**src/rtl/sparse_mult_sequencer_pkg.sv**
```systemverilog
// +---------------------------------------------------------------------------+
// | sparse_mult_sequencer_pkg : shared defaults, counter width, FSM encoding   |
// | Revision: 1.0                                                              |
// +---------------------------------------------------------------------------+
`default_nettype none

package sparse_mult_sequencer_pkg;

  localparam int unsigned DEF_WORD_WIDTH      = 32;
  localparam int unsigned DEF_MEM_SIZE        = 553;
  localparam int unsigned DEF_MEM_SPARSE_SIZE = 50;
  localparam int unsigned DEF_TAIL_BITS       = 5;
  localparam int unsigned DEF_TIMEOUT         = 4096;

  // Address/index counters are fixed at 10 bits, so MEM_SIZE tops out at 1024.
  localparam int unsigned CNT_W      = 10;
  localparam int unsigned CNT_MAX    = 1 << CNT_W;

  localparam logic [DEF_WORD_WIDTH-1:0] DEF_TAIL_MASK =
    DEF_WORD_WIDTH'((64'd1 << DEF_TAIL_BITS) - 64'd1);

  typedef enum logic [3:0] {
    ST_IDLE       = 4'd0,
    ST_CLEAR      = 4'd1,
    ST_DISPATCH   = 4'd2,
    ST_WAIT_CTRL  = 4'd3,
    ST_NEXT       = 4'd4,
    ST_DRAIN_ADDR = 4'd5,
    ST_DRAIN_CAP  = 4'd6,
    ST_DRAIN_OUT  = 4'd7,
    ST_DONE       = 4'd8
  } seq_state_e;

endpackage

`default_nettype wire

```
**src/rtl/sparse_mult_sequencer_timer.sv**
```systemverilog
// +---------------------------------------------------------------------------+
// | seq_timeout_timer : saturating cycle counter flagging TIMEOUT-1 reached    |
// | Revision: 1.0                                                              |
// +---------------------------------------------------------------------------+
`default_nettype none

module seq_timeout_timer
  import sparse_mult_sequencer_pkg::*;
#(
  parameter int unsigned TIMEOUT = DEF_TIMEOUT
) (
  input  logic clk,
  input  logic rst_n,
  input  logic clear_i,
  input  logic en_i,
  output logic expired_o
);

  localparam int unsigned          CW    = (TIMEOUT > 2) ? $clog2(TIMEOUT) : 1;
  localparam logic [CW-1:0]        LIMIT = CW'(TIMEOUT - 1);

  logic [CW-1:0] count_q, count_d;

  assign expired_o = (count_q == LIMIT);

  // Holds at LIMIT so expiry stays visible until the next clear.
  always_comb begin
    count_d = count_q;
    if (clear_i) begin
      count_d = '0;
    end else if (en_i && !expired_o) begin
      count_d = count_q + 1'b1;
    end
  end

  always_ff @(posedge clk or negedge rst_n) begin
    if (!rst_n) begin
      count_q <= '0;
    end else begin
      count_q <= count_d;
    end
  end

endmodule

`default_nettype wire

```
**src/rtl/sparse_mult_sequencer.sv**
```systemverilog
// +---------------------------------------------------------------------------+
// | sparse_mult_sequencer : clear acc, dispatch sparse words, stream product   |
// | Revision: 1.0                                                              |
// +---------------------------------------------------------------------------+
`default_nettype none

module sparse_mult_sequencer
  import sparse_mult_sequencer_pkg::*;
#(
  parameter int unsigned WORD_WIDTH      = DEF_WORD_WIDTH,
  parameter int unsigned MEM_SIZE        = DEF_MEM_SIZE,
  parameter int unsigned MEM_SPARSE_SIZE = DEF_MEM_SPARSE_SIZE,
  parameter int unsigned TAIL_BITS       = DEF_TAIL_BITS,
  parameter int unsigned TIMEOUT         = DEF_TIMEOUT
) (
  input  logic                  clk,
  input  logic                  rst_n,
  input  logic                  start_i,
  output logic                  busy_o,
  output logic                  done_o,
  output logic                  error_o,
  output logic [CNT_W-1:0]      sparse_addr_o,
  output logic                  ctrl_start_o,
  input  logic                  ctrl_done_i,
  output logic                  acc_own_o,
  output logic [CNT_W-1:0]      acc_addr_o,
  output logic [WORD_WIDTH-1:0] acc_wdata_o,
  output logic                  acc_we_o,
  input  logic [WORD_WIDTH-1:0] acc_rdata_i,
  output logic [WORD_WIDTH-1:0] out_data_o,
  output logic                  out_valid_o,
  input  logic                  out_ready_i,
  output logic                  out_last_o
);

  if (MEM_SPARSE_SIZE == 0) begin : g_chk_sparse_zero
    $error("MEM_SPARSE_SIZE must be nonzero");
  end
  if (MEM_SPARSE_SIZE > CNT_MAX) begin : g_chk_sparse_range
    $error("MEM_SPARSE_SIZE exceeds the sparse index range");
  end
  if (MEM_SIZE == 0 || MEM_SIZE > CNT_MAX) begin : g_chk_mem_size
    $error("MEM_SIZE must be within 1..1024");
  end
  if (TAIL_BITS == 0 || TAIL_BITS > WORD_WIDTH) begin : g_chk_tail
    $error("TAIL_BITS must be within 1..WORD_WIDTH");
  end
  if (TIMEOUT < 2) begin : g_chk_timeout
    $error("TIMEOUT must be at least 2");
  end

  localparam logic [CNT_W-1:0]      LAST_WORD   = CNT_W'(MEM_SIZE - 1);
  localparam logic [CNT_W-1:0]      LAST_SPARSE = CNT_W'(MEM_SPARSE_SIZE - 1);
  localparam logic [WORD_WIDTH-1:0] TAIL_MASK   = {WORD_WIDTH{1'b1}} >> (WORD_WIDTH - TAIL_BITS);

  seq_state_e              state_q, state_d;
  logic [CNT_W-1:0]        word_cnt_q, word_cnt_d;
  logic [CNT_W-1:0]        sparse_idx_q, sparse_idx_d;
  logic                    error_q, error_d;
  logic [WORD_WIDTH-1:0]   out_data_q, out_data_d;
  logic                    out_valid_q, out_valid_d;
  logic                    out_last_q, out_last_d;

  logic                    timer_clear;
  logic                    timer_en;
  logic                    timer_expired;

  seq_timeout_timer #(
    .TIMEOUT (TIMEOUT)
  ) u_timer (
    .clk       (clk),
    .rst_n     (rst_n),
    .clear_i   (timer_clear),
    .en_i      (timer_en),
    .expired_o (timer_expired)
  );

  assign sparse_addr_o = sparse_idx_q;
  assign acc_addr_o    = word_cnt_q;
  assign acc_wdata_o   = '0;
  assign error_o       = error_q;
  assign out_data_o    = out_data_q;
  assign out_valid_o   = out_valid_q;
  assign out_last_o    = out_last_q;

  always_comb begin
    state_d      = state_q;
    word_cnt_d   = word_cnt_q;
    sparse_idx_d = sparse_idx_q;
    error_d      = error_q;
    out_data_d   = out_data_q;
    out_valid_d  = out_valid_q;
    out_last_d   = out_last_q;
    busy_o       = 1'b1;
    done_o       = 1'b0;
    ctrl_start_o = 1'b0;
    acc_own_o    = 1'b1;
    acc_we_o     = 1'b0;
    timer_clear  = 1'b0;
    timer_en     = 1'b0;

    unique case (state_q)
      ST_IDLE: begin
        busy_o = 1'b0;
        if (start_i) begin
          error_d      = 1'b0;
          word_cnt_d   = '0;
          sparse_idx_d = '0;
          state_d      = ST_CLEAR;
        end
      end

      ST_CLEAR: begin
        acc_we_o = 1'b1;
        if (word_cnt_q == LAST_WORD) begin
          word_cnt_d   = '0;
          sparse_idx_d = '0;
          state_d      = ST_DISPATCH;
        end else begin
          word_cnt_d = word_cnt_q + 1'b1;
        end
      end

      // The controller owns the acc port from here until NEXT; no sequencer writes.
      ST_DISPATCH: begin
        acc_own_o    = 1'b0;
        ctrl_start_o = 1'b1;
        timer_clear  = 1'b1;
        state_d      = ST_WAIT_CTRL;
      end

      // A done arriving on the expiry cycle still wins over the timeout.
      ST_WAIT_CTRL: begin
        acc_own_o = 1'b0;
        timer_en  = 1'b1;
        if (ctrl_done_i) begin
          state_d = ST_NEXT;
        end else if (timer_expired) begin
          error_d    = 1'b1;
          word_cnt_d = '0;
          state_d    = ST_DRAIN_ADDR;
        end
      end

      ST_NEXT: begin
        acc_own_o = 1'b0;
        if (sparse_idx_q == LAST_SPARSE) begin
          word_cnt_d = '0;
          state_d    = ST_DRAIN_ADDR;
        end else begin
          sparse_idx_d = sparse_idx_q + 1'b1;
          state_d      = ST_DISPATCH;
        end
      end

      ST_DRAIN_ADDR: begin
        state_d = ST_DRAIN_CAP;
      end

      ST_DRAIN_CAP: begin
        out_valid_d = 1'b1;
        if (word_cnt_q == LAST_WORD) begin
          out_data_d = acc_rdata_i & TAIL_MASK;
          out_last_d = 1'b1;
        end else begin
          out_data_d = acc_rdata_i;
          out_last_d = 1'b0;
        end
        state_d = ST_DRAIN_OUT;
      end

      ST_DRAIN_OUT: begin
        if (out_ready_i) begin
          out_valid_d = 1'b0;
          out_last_d  = 1'b0;
          if (out_last_q) begin
            state_d = ST_DONE;
          end else begin
            word_cnt_d = word_cnt_q + 1'b1;
            state_d    = ST_DRAIN_ADDR;
          end
        end
      end

      ST_DONE: begin
        busy_o  = 1'b0;
        done_o  = 1'b1;
        state_d = ST_IDLE;
      end

      default: begin
        busy_o  = 1'b0;
        state_d = ST_IDLE;
      end
    endcase
  end

  always_ff @(posedge clk or negedge rst_n) begin
    if (!rst_n) begin
      state_q      <= ST_IDLE;
      word_cnt_q   <= '0;
      sparse_idx_q <= '0;
      error_q      <= 1'b0;
      out_data_q   <= '0;
      out_valid_q  <= 1'b0;
      out_last_q   <= 1'b0;
    end else begin
      state_q      <= state_d;
      word_cnt_q   <= word_cnt_d;
      sparse_idx_q <= sparse_idx_d;
      error_q      <= error_d;
      out_data_q   <= out_data_d;
      out_valid_q  <= out_valid_d;
      out_last_q   <= out_last_d;
    end
  end

endmodule

`default_nettype wire
```
**config.mk**
```make
export PLATFORM = sky130hd
export DESIGN_NAME = sparse_mult_sequencer
export DESIGN_NICKNAME = d
export VERILOG_FILES = /design/src/rtl/sparse_mult_sequencer_pkg.sv /design/src/rtl/sparse_mult_sequencer_timer.sv /design/src/rtl/sparse_mult_sequencer.sv
export SDC_FILE = /design/constraint.sdc
export NUM_CORES = 1
export LEC_CHECK = 0
export ABC_AREA = 1
export BUFFER_PORTS_ARGS = -buffer_cell sky130_fd_sc_hd__buf_2
export CAP_MARGIN = 40
export CORE_MARGIN = 1
export CORE_UTILIZATION = 40
export DETAILED_ROUTE_END_ITERATION = 8
export SYNTH_ARGS = -nofsm -noshare
export SYNTH_HDL_FRONTEND = slang
export SYNTH_HIERARCHICAL = 1
export SYNTH_SLANG_ARGS = --single-unit
```
**constraint.sdc**
```tcl
create_clock -name clk -period 5.05 [get_ports clk]
set_input_delay 0 -clock clk [delete_from_list [all_inputs] [get_ports clk]]
set_output_delay 0 -clock clk [all_outputs]
set_load 0.1 [all_outputs]
```
; After elaboration in Yosys (flattened, before gate mapping)
; Cells that the tools add are included.
[word_totals]
reg_bits = 71
in_bits = 37
out_inout_bits = 92
wordCells = 82
[classes]
n_addsub = 3
eq_ne = 20
mux = 36
reduce_logical = 15
[op_table]
columns = cell, n
row1 = 10-bit two-way mux, 9
row2 = 10-bit one-hot mux with 5 select lines, 1
row3 = 32-bit two-way mux, 1
row4 = 4-bit one-hot mux with 8 select lines, 1
row5 = 10-bit one-hot mux with 3 select lines, 1
row6 = 12-bit two-way mux, 2
row7 = 4-bit two-way mux, 6
row8 = 10-bit by 1-bit adder with 10-bit output (second input constant), 2
row9 = 4-bit by 3-bit equality test with 1-bit output (second input constant), 4
row10 = 2-bit inequality test (second input constant), 7
row11 = 12-bit by 1-bit adder with 12-bit output (second input constant), 1
row12 = 12-bit equality test (second input constant), 1
row13 = 4-bit AND reduction, 3
row14 = 1-bit two-way mux, 11
row15 = 10-bit equality test (second input constant), 1
row16 = 10-bit by 6-bit equality test with 1-bit output (second input constant), 1
row17 = 4-bit by 2-bit equality test with 1-bit output (second input constant), 2
row18 = 7-bit AND reduction, 1
row19 = 7-bit OR reduction, 1
row20 = 1-bit one-hot mux with 2 select lines, 3
row21 = 2-bit nonzero test, 3
row22 = 5-bit nonzero test, 1
row23 = 4-bit by 1-bit equality test with 1-bit output (second input constant), 1
row24 = 4-bit equality test (second input constant), 1
row25 = other kinds (9), 9

; Longest topological paths before layout
; Gate-level depths: netlist of run 1.
[logic_depth]
depth_word = 5
ltp_mapped = 12
ltp_nobuf = 11

; Cells and area by module
; The synthesis of run 1 kept the hierarchy.
[modules_own_cells]
columns = mod, n_inst, cells_per_inst, area_per_inst_um2, seq_area_each_um2
row1 = sparse_mult_sequencer, 1, 392, 3405.8, 1476.4
row2 = seq_timeout_timer, 1, 114, 823.3, 300.3

; Worst setup path after synthesis of run 1
; No wires, ideal clock.
[synth_path]
kind = reg2reg
from = register state_q[2]
to = register u_timer.count_q[9]
setup_ns = 0.128
arrival_time_ns = 2.827
t_required_ns = 4.922
path_slack_ns = 2.096
path_stages_with_launch = 8
path_buffers = 1
period_less_slack_ns = 2.954
path_cell_list = dfrtp_1 > nor2_2 > inv_2 > nor2_1 > inv_1 > clkbuf_4 > nand3_1 > o21ai_1
[synth_between]
elab_cells_between_ends = 7
cone_classes = 2 x eq/ne / 3 x mux / 2 x reduce/logical
[synth_lines]
columns = item, line
row1 = from (decl), sparse_mult_sequencer.sv:56  ; seq_state_e state_q, state_d;
row2 = from (signal assigned), sparse_mult_sequencer.sv:208  ; state_q <= state_d;
row3 = 4-bit by 2-bit equality test with 1-bit output *, n/a
row4 = 1-bit two-way mux *, n/a
row5 = named net ctrl_start_o, sparse_mult_sequencer.sv:23  ; output logic ctrl_start_o,
row6 = 12-bit two-way mux / 2-bit nonzero test (equally long branches), n/a
row7 = to (signal assigned), sparse_mult_sequencer_timer.sv:40  ; count_q <= count_d;
row8 = to (decl), sparse_mult_sequencer_timer.sv:22  ; logic [CW-1:0] count_q, count_d;
; Mark *: on every way through the listed nets, which the timed path passes. The rest lies on a longest branch.
; A chain may end at the register's enable or synchronous reset.

; Worst setup path in the final report of run 1
[layout_path]
from = register state_q[2]
to = register u_timer.count_q[7]
[layout_between]
elab_chain_cells = 4
elab_cells_between_ends = 7
cone_classes = 2 x eq/ne / 3 x mux / 2 x reduce/logical
[layout_rtl]
columns = item, line
row1 = 4-bit by 2-bit equality test with 1-bit output, sparse_mult_sequencer.sv:102  ; unique case (state_q)
row2 = 1-bit two-way mux, sparse_mult_sequencer.sv:102
row3 = 1-bit logical AND, sparse_mult_sequencer_timer.sv:31  ; end else if (en_i && !expired_o) begin
row4 = 2-bit nonzero test (no line), n/a
; Parallel ways exist; a longest one is shown, timed or not.

==> impl_metrics.toml, run 1 <==
[logic_synthesis]
ys.flop_type = "dfrtp_1"
synth_area_leaders = "dfrtp_1 42%, nand2_1 11%, buf_4 5.7%"
synth-edff-count = 0
ys_warn_count = 6
synth_area_mm2 = 0.00423
yosysMostFrequentCell = "nand2_1"
ys_async_sr_fraction = 1.00
synthCells = 506
yosys.area.top_type_share = 0.420
yosys.area.top_type = "dfrtp_1"
ys_seq_elements = 71
synth_common_cells = "127 x nand2_1, 71 x dfrtp_1, 45 x inv_1, 45 x nand3_1, 32 x buf_4"
yosysUniqueCellTypes = 38
seq_area_frac_synth = 0.420
synth.avg_cell_area_um2 = 8.36

[worst_hold_path]
hold_start = "out_ready_i"
hold_path.class = "input pin to flop"
hold_depth = 4

[global_routing]
grt.overflow.total = 0
grt_antenna_before_repair = 0
grt_pass1_vias = 3481
grtUsageTotal = 0.192
grt_pass1_wl_um = 16900
grt_start_max_net_pins = 51

[worst_setup_path]
cp-start-kind = "flop"
cp_max_fo = 14
path_cells = "nor2_2, inv_2, nor2_1, inv_1, nand3_1, o21ai_1"
r2r_start = "state_q[2]"
max_stage_delay_ns = 0.46
crit_required_ns = 5.27
reg2regPathDepth = 6
crit_slowest_cell = "dfrtp_1"
cp-end-kind = "flop"
cp.arrival_ns = 2.35
critical_path_class = "flop to flop"
crit_start = "state_q[2]"

[timing]
fin_crit_sh = 0.422
slew_headroom = 0.548
maxSlewViolCount = 0
final-hold-violation-count = 0
skew_ns = 0.0179
finalWorstPathRequiredPeriod_ns = 2.13
rsz0062_at_grt = "false"
setup_violations = 0
max_freq_mhz = 469
fin_setup_tns_ns = 0
max_slew.worst_pin.slew_ns = 0.678

[clock_network]
insertion_delay_ns = 0.35
post_cts.repair.setup_buffers = 0
clk_root_buffer_cell = "clkbuf_8"
numCtsBuffers = 9
path_clk_slew_ns = 0.10
cts_tree = "yes"
clockBufferDepth = 2
cts.sinks = 71
htree_levels = 3
cts-resized-gates = 0

[floorplan]
die_h_um = 105
coreArea_mm2 = 0.0103
die_width_um = 105
rows = 37
initial_utilization = 0.411
pin_count = 129
dieArea_mm2 = 0.0110

[flow_run]
cap_violations = 0

[power]
leakagePower_uw = 0.00267
power_density_mw_per_mm2 = 231
finalPower_uw = 1210
ir_drop_mv = 0.133

[placed_design]
gp_congestion = 0.871
dp_hpwl_um = 7040
port_buffers = 96

[cells_and_area]
syn_to_final_growth_pct = 23.8
multi_input_area_mm2 = 0.00203
area.sequential_mm2 = 0.00178
fillers = 1010
drive_above_1_share = 0.271
diodes = 0
design.final.nets = 679

[routing]
routedWlPerCell_um = 13.0
via_per_inst = 4.84
ant_nets = 0
drc = 0
dr.pass1.iters = 5
routed_wl_um = 10100
drt_iter0_markers = 197
vias = 3762

[run_status]
status = "finished, final reports clean"
## worst max-delay path, delay by kind of cell, from the launching register on
kind / cells / cell delay, ns
AND/OR/NAND/NOR: 3 / 0.97
buffers and inverters: 2 / 0.47
flip-flops: 1 / 0.46
AO/OA/AOI/OAI: 1 / 0.12
## layer usage
layer	vias up	share of wire	GRT usage
met3	7	0.067	0.0387
met2	145	0.47	0.308
li1	1859	-	-
met5	-	0	0
met4	0	0.0072	0.0573
met1	1751	0.46	0.261
## report_power, final
part           switching [µW]  internal (µW)
logic                     123           29.6
clock network             249            240
registers                   0            568
## per-stage QoR
step,hold WS [ns],cell area (µm²),setup slack [ns],utilization,cells
2_1_floorplan,-0.296,4350,2.10,-,537
3_3_place_gp,0.206,4660,2.90,0.453,727
3_5_place_dp,0.0174,4680,2.92,0.456,728
4_1_cts,0.0248,5240,2.92,0.509,778
5_1_grt,0.0500,5240,2.76,0.509,778
6_report,0.0222,5240,2.92,0.509,778
## path summary, 6_finish.rpt
path,endpoint,slack (ns)
setup / recovery,u_timer/count_q[7],2.92
hold / removal,out_valid_o,0.02
min in group asynchronous,u_timer/count_q[8],0.16
setup reg to reg,u_timer/count_q[7],2.92
hold reg to reg,out_data_o[0],0.48
max in group asynchronous,state_q[0],4.32
## cell families after synthesis
logic type | count (synthesis) | synth area share
xor gates and xnor gates | 5 | 0.0104
DFF | 71 | 0.420
and+or+nand+nor | 261 | 0.306
AOI/OAI and AO/OA | 68 | 0.119
buffers and inverters | 95 | 0.128
other | 1 | 0.000887
adders and majority gates | 5 | 0.0148
## sequential cells by signal, indices dropped and copies added, names as in the netlist
signal / count
sparse_addr_o: 10
error_o: 1
state_q: 4
out_data_o: 32
out_last_o: 1
out_valid_o: 1
acc_addr_o: 10
u_timer/count_q: 12
## layout by cell type, fill, tap and decap left out, types with 9 or more instances in the layout
cell / synthesis / final
nand2_1: 127 / 127
buf_2: 4 / 96
dfrtp_1: 71 / 71
inv_1: 45 / 45
nand3_1: 45 / 45
dlygate4sd3_1: 0 / 34
conb_1: 1 / 32
nor2_1: 30 / 30
a22o_1: 27 / 27
nand2_2: 15 / 15
o21ai_2: 11 / 11
nand4_1: 10 / 10
clkbuf_8: 0 / 9
## layout make-up
| class | count | share of cell area |
|---|---|---|
| clock buffer | 9 | 0.0237 |
| multi-input combinational | 371 | 0.387 |
| inverter | 52 | 0.0373 |
| tap | 136 | 0.0325 |
| clock inverter | 7 | 0.0167 |
| sequential | 71 | 0.339 |
| timing repair buffer | 132 | 0.163 |
## what timing repair did
item | in CTS | in global routing
setup endpoints to repair | 0 | 0
endpoints found under the hold margin | 80 | 0
hold buffers | 34 | 0
Note: power is estimated with default switching activity, not from simulation.
==> inputs of run 2 (changes only) <==
--- a/config.mk
+++ b/config.mk
@@ -5,12 +5,13 @@
 export SDC_FILE = /design/constraint.sdc
 export NUM_CORES = 1
 export LEC_CHECK = 0
-export ABC_AREA = 1
+export ABC_AREA = 0
 export BUFFER_PORTS_ARGS = -buffer_cell sky130_fd_sc_hd__buf_2
 export CAP_MARGIN = 40
 export CORE_MARGIN = 1
 export CORE_UTILIZATION = 40
 export DETAILED_ROUTE_END_ITERATION = 8
+export PLACE_DENSITY = 0.68
 export SYNTH_ARGS = -nofsm -noshare
 export SYNTH_HDL_FRONTEND = slang
 export SYNTH_HIERARCHICAL = 1
==> constraint.sdc (replaced) <==
create_clock -name clk -period 1.9 [get_ports clk]
set_input_delay 0 -clock clk [delete_from_list [all_inputs] [get_ports clk]]
set_output_delay 0 -clock clk [all_outputs]
set_load 0.1 [all_outputs]
==> run 2 against run 1 <==
Net effect: the flow now finishes with violations (setup timing); wire length rose by 4.9%; sequential share of layout area fell by 2.3 points; cell area rose by 9.9%; die area fell by 9.4%; synthesized cell count fell by 25%; clock skew fell by 0.0082 ns; flip-flop and latch count did not move; worst setup slack got worse by 3.2 ns; non-clock buffer count rose by 75.
==> impl_metrics.toml, run 2 <==
[placed_design]
port_buffers = 96
dp_hpwl_um = 7030
dp.cells = 655
gp_congestion = 0.810
placed_area_mm2 = 0.00498

[timing]
maxSlewViolCount = 0
whs_ns = 0.0849
max_freq_mhz = 467
final-hold-violation-count = 0
max_slew.worst_pin.slew_ns = 0.515
slew_headroom = 0.657
skew_ns = 0.00967
fin_crit_sh = 1.13
setup_slack_ns = -0.239
fin_setup_tns_ns = -1.94
finalWorstPathRequiredPeriod_ns = 2.14
setup_violations = 14
rsz0062_at_grt = "true"

[logic_synthesis]
ys_seq_elements = 71
synth.avg_cell_area_um2 = 10.1
ys_warn_count = 6
synthCells = 377
synth_area_leaders = "dfrtp_1 46%, a22o_1 7.3%, buf_4 6.3%"
seq_area_frac_synth = 0.464
yosys.area.top_type = "dfrtp_1"
synth_area_mm2 = 0.00383
ys_async_sr_fraction = 1.00
synth-edff-count = 0
synth_common_cells = "71 x dfrtp_1, 32 x a22o_1, 32 x buf_4"
yosys.area.top_type_share = 0.464
yosysUniqueCellTypes = 64
ys.flop_type = "dfrtp_1"
yosysMostFrequentCell = "dfrtp_1"

[global_routing]
grt_pass1_wl_um = 17100
grt_antenna_before_repair = 0
grt_start_max_net_pins = 52
grt.overflow.total = 0
grt_pass1_vias = 3548
grtUsageTotal = 0.217

[cells_and_area]
syn_to_final_growth_pct = 50.4
multi_input_area_mm2 = 0.00198
fin_cells = 713
largest_reg_flops = 32
design.final.nets = 621
drive_above_1_share = 0.447
fillers = 751
mostFrequentLayoutCells = "91 x buf_2, 72 x buf_4, 49 x dfrtp_1"
final_area_mm2 = 0.00575
area.sequential_mm2 = 0.00182
final_common_cell = "buf_2"
diodes = 0

[routing]
via_per_inst = 5.16
routedWlPerCell_um = 14.9
ant_nets = 0
drc = 0
routed_wl_um = 10600
dr.pass1.iters = 4
vias = 3678
drt_iter0_markers = 153

[floorplan]
coreArea_mm2 = 0.00924
die_width_um = 99.8
initial_utilization = 0.414
pin_count = 129
die_h_um = 99.8
rows = 35
dieArea_mm2 = 0.00996

[clock_network]
numCtsBuffers = 9
insertion_delay_ns = 0.35
cts_tree = "yes"
cts.sinks = 71
clk_root_buffer_cell = "clkbuf_8"
path_clk_slew_ns = 0.09
htree_levels = 3
clockBufferDepth = 2

[worst_setup_path]
cp-end-kind = "flop"
cp-start-kind = "flop"
r2r_slack_ns = -0.24
cp_max_fo = 6
reg2regPathDepth = 5
crit_required_ns = 2.13
critical_path_class = "flop to flop"
crit_slowest_cell = "or4_4"
cp.arrival_ns = 2.37
cp.depth = 5
crit_family = "compound AO/OA/AOI/OAI gates"
cp_num_buf_inv = 0
max_stage_delay_ns = 0.56
path_cells = "or4_4, o31ai_4, o2111a_2, o21ai_1, a22o_1"

[run_status]
violations = "setup timing"
status = "complete, but fails checks"

[worst_hold_path]
hold_path.class = "input pin to flop"
hold_depth = 4

[flow_run]
cap_violations = 0
==> run 2: final timing paths <==
kind | start | end
max in group asynchronous | rst_n | state_q[2]
min reg2reg | out_valid_o | out_valid_o
max reg2reg | sparse_addr_o[7] | acc_addr_o[4]
max | sparse_addr_o[7] | acc_addr_o[4]
min | ctrl_done_i | error_o
min in group asynchronous | rst_n | acc_addr_o[0]
==> run 2: cells by family after synthesis <==
| logic type | count (synthesis) | share of synthesized area |
|---|---|---|
| adder cells (fa/ha/maj) | 5 | 0.0164 |
| AO/OA/AOI/OAI | 103 | 0.209 |
| AND/OR/NAND/NOR | 130 | 0.195 |
| flip-flops | 71 | 0.464 |
| multiplexers | 8 | 0.0226 |
| buffers and inverters | 58 | 0.0893 |
| XOR/XNOR | 1 | 0.00229 |
| other | 1 | 0.000980 |
==> run 2: layer usage <==
metal,vias up,part of all wire,track usage
met5,-,0,0
met3,12,0.053,0.0425
met2,136,0.50,0.369
met4,0,0.015,0.0792
met1,1786,0.43,0.275
li1,1744,-,-
==> run 2: stage by stage <==
stage	util	setup WS, ns
3_3_place_gp	0.539	-0.153
5_1_grt	0.623	-0.288
6_report	0.623	-0.239
3_5_place_dp	0.539	-0.240
4_1_cts	0.606	-0.178
2_1_floorplan	-	-0.729
==> run 2: worst register-to-register path: stages, from the launching register on <==
cell	delay (ns)
dfrtp_4	0.48
or4_4	0.56
o31ai_4	0.33
o2111a_2	0.32
o21ai_1	0.10
a22o_1	0.25
==> run 2: final cells by class <==
class,instances,share of cell area
Tap cell,129,0.0280
Clock buffer,9,0.0215
Multi-Input combinational cell,279,0.344
Inverter,11,0.00761
Timing Repair Buffer,207,0.261
Clock inverter,7,0.0217
Sequential cell,71,0.316
==> run 2: what timing repair did <==
item	CTS	global route
hold buffers	33	0
endpoints found under the hold margin	52	0
pin swaps	13	11
gates resized for setup	4	27
endpoints found under the setup margin	17	52
setup buffers	3	6
cloned	0	0
Power of run 2 is not shown: default switching activity piles up to over one toggle a cycle in this logic, so the estimate is an artifact.
==> inputs of run 3 (changes only) <==
--- a/config.mk
+++ b/config.mk
@@ -11,8 +11,7 @@
 export CORE_MARGIN = 1
 export CORE_UTILIZATION = 40
 export DETAILED_ROUTE_END_ITERATION = 8
-export PLACE_DENSITY = 0.68
+export PLACE_DENSITY = 0.69
 export SYNTH_ARGS = -nofsm -noshare
 export SYNTH_HDL_FRONTEND = slang
-export SYNTH_HIERARCHICAL = 1
 export SYNTH_SLANG_ARGS = --single-unit
==> run 3 against run 2 <==
Net effect: the flow finishes with violations (DRC, setup timing); wire length increased by 5.3%; global-route usage increased by 1.6 points; first-iteration DRC count decreased by 5.9%; non-clock buffer count increased by 20; worst setup slack got worse by 0.087 ns; clock skew increased by 0.011 ns; critical path type unchanged.
==> impl_metrics.toml, run 3 <==
[worst_setup_path]
reg2regPathDepth = 5
crit_required_ns = 2.16
r2r_slack_ns = -0.33
path_cells = "nand4_1, or4_4, a2111o_1, or4_1, o21ai_1"
critical_path_class = "flop to flop"
crit_family = "simple AND/OR/NAND/NOR gates"
crit_start = "u_timer.count_q[5]"
crit_slowest_cell = "or4_4"
timing.rr.end = "acc_addr_o[8]"
cp_max_fo = 5
r2r_start = "u_timer.count_q[5]"
max_stage_delay_ns = 0.58
cp-start-kind = "flop"
cp.arrival_ns = 2.49
cp_num_buf_inv = 0
cp-end-kind = "flop"

[routing]
via_per_inst = 5.28
dr.pass1.iters = 6
vias = 3754
drc = 7
drt_iter0_markers = 144
ant_nets = 0
routed_wl_um = 11200
routedWlPerCell_um = 15.7

[timing]
skew_ns = 0.0203
setup_slack_ns = -0.326
setup_violations = 46
finalWorstPathRequiredPeriod_ns = 2.23
fin_setup_tns_ns = -7.44
rsz0062_at_grt = "true"
final-hold-violation-count = 0
maxSlewViolCount = 0
max_freq_mhz = 449
fin_crit_sh = 1.17

[worst_hold_path]
hold_depth = 4
holdPathEnd = "error_o"
hold_start = "ctrl_done_i"
hold_path.class = "input pin to flop"

[placed_design]
placed_area_mm2 = 0.00490
place_ws_ns = -0.325
gp_congestion = 0.855
port_buffers = 96
dp.cells = 645
dp_hpwl_um = 6860

[cells_and_area]
final_common_cell = "buf_2"
diodes = 0
largest_reg_flops = 32
fin_util = 0.666
final_area_mm2 = 0.00587
design.final.nets = 640
fillers = 644
drive_above_1_share = 0.466
fin_cells = 711
mostFrequentLayoutCells = "92 x buf_2, 80 x buf_4, 51 x dfrtp_1"
syn_to_final_growth_pct = 59.5

[floorplan]
pin_count = 129
initial_utilization = 0.418
rows = 34
coreArea_mm2 = 0.00881
die_width_um = 97.9
die_h_um = 97.9
dieArea_mm2 = 0.00958

[logic_synthesis]
yosysUniqueCellTypes = 50
synth_top_family_by_area = "simple AND/OR/NAND/NOR gates"
synth-simple-area-share = 0.202
ys_async_sr_fraction = 1.00
yosys.area.top_type = "dfrtp_1"
synth_fa_ha_area_frac = 0.0170
ys_seq_elements = 71
synth_common_cells = "71 x dfrtp_1, 32 x buf_4, 30 x nand2_1"
yosysMostFrequentCell = "dfrtp_1"
synth-edff-count = 0
synth_area_leaders = "dfrtp_1 48%, buf_4 6.5%, a22o_1 6.4%"
synthCells = 375
yosys.area.top_type_share = 0.483
synth_area_mm2 = 0.00368
synth_compound_area_frac = 0.164
seq_area_frac_synth = 0.483
ys.flop_type = "dfrtp_1"
synth.avg_cell_area_um2 = 9.81
ys_warn_count = 0
synth_xor_area_frac = 0.0238
synth.area.mux_share = 0.0180

[global_routing]
grtUsageTotal = 0.233
grt_pass1_vias = 3763
grt.overflow.total = 0
grt_start_max_net_pins = 36
grt_antenna_before_repair = 0
grt_pass1_wl_um = 17700

[power]
comb_power_share = 0.676
ir_drop_mv = 1.67
internal-power_uw = 4450
netSwitchingFraction = 0.581
leakagePower_uw = 0.00280
p_clk_frac = 0.109
power_density_mw_per_mm2 = 1810
switching_power_uw = 6170
seqPwrFrac = 0.215

[flow_run]
cap_violations = 0

[clock_network]
htree_levels = 3
clk_root_buffer_cell = "clkbuf_8"
insertion_delay_ns = 0.36
numCtsBuffers = 9
clockBufferDepth = 2
cts.sinks = 71
cts_tree = "yes"
path_clk_slew_ns = 0.08

[run_status]
violations = "DRC, setup timing"
status = "complete, but fails checks"
run 3: logic make-up after synthesis:
kind of cell               count (synthesis)
adders and majority gates                  5
muxes                                      6
AOI/OAI and AO/OA                         85
xor gates and xnor gates                  10
buffers and inverters                     57
DFF                                       71
other                                      1
and+or+nand+nor                          140
run 3: timing repair:
item / CTS / global route
gates cloned: 3 / 1
resized for setup: 26 / 46
hold buffers: 34 / 0
pin swaps: 10 / 10
setup buffers: 8 / 7
endpoints found under the setup margin: 41 / 56
endpoints found under the hold margin: 55 / 0
run 3: power by group through the flow:
stage / registers, µW / logic [µW] / clock network (µW)
floorplan: 5120 / 2090 / 0
global placement: 2250 / 6450 / 0
detailed placement: 2260 / 6530 / 0
CTS: 2250 / 6820 / 1170
global route: 2330 / 7470 / 1250
finish: 2280 / 7170 / 1160
run 3: routing by layer:
layer | track usage | vias up | wire length, µm
li1 | - | 1757 | -
met1 | 0.298 | 1831 | 4700
met2 | 0.390 | 145 | 5600
met3 | 0.0429 | 21 | 668
met4 | 0.0909 | 0 | 208
met5 | 0 | - | 0
run 3: worst max path at each step:
stage | endpoint | slack (ns) | depth (start not counted)
after floorplan | acc_addr_o[3] | -0.38 | 5
after global placement | acc_addr_o[8] | -0.28 | 5
after detailed placement | acc_addr_o[8] | -0.32 | 5
after CTS | acc_addr_o[8] | -0.31 | 5
after global routing | acc_addr_o[8] | -0.39 | 5
final | acc_addr_o[8] | -0.33 | 5
run 3: layout make-up:
class | count | area, µm² | share of cell area
multi-input combinational | 278 | 1950 | 0.333
sequential | 71 | 1830 | 0.312
timing repair buffer | 227 | 1720 | 0.294
tap | 108 | 135 | 0.0230
clock buffer | 9 | 124 | 0.0211
clock inverter | 7 | 61.3 | 0.0105
inverter | 11 | 41.3 | 0.00704
run 3: through the flow:
stage / total power [µW] / hold slack (ns)
after CTS: 10200 / 0.0590
after global placement: 8700 / -0.00983
after global routing: 11000 / 0.0918
after detailed placement: 8790 / -0.00882
final: 10600 / 0.0652
after floorplan: 7210 / -0.296
run 3: worst min-delay path, delay by kind of cell:
family	cells	cell delay [ns]
buf+inv	2	0.18
compound gates	1	0.10
simple gates	1	0.10
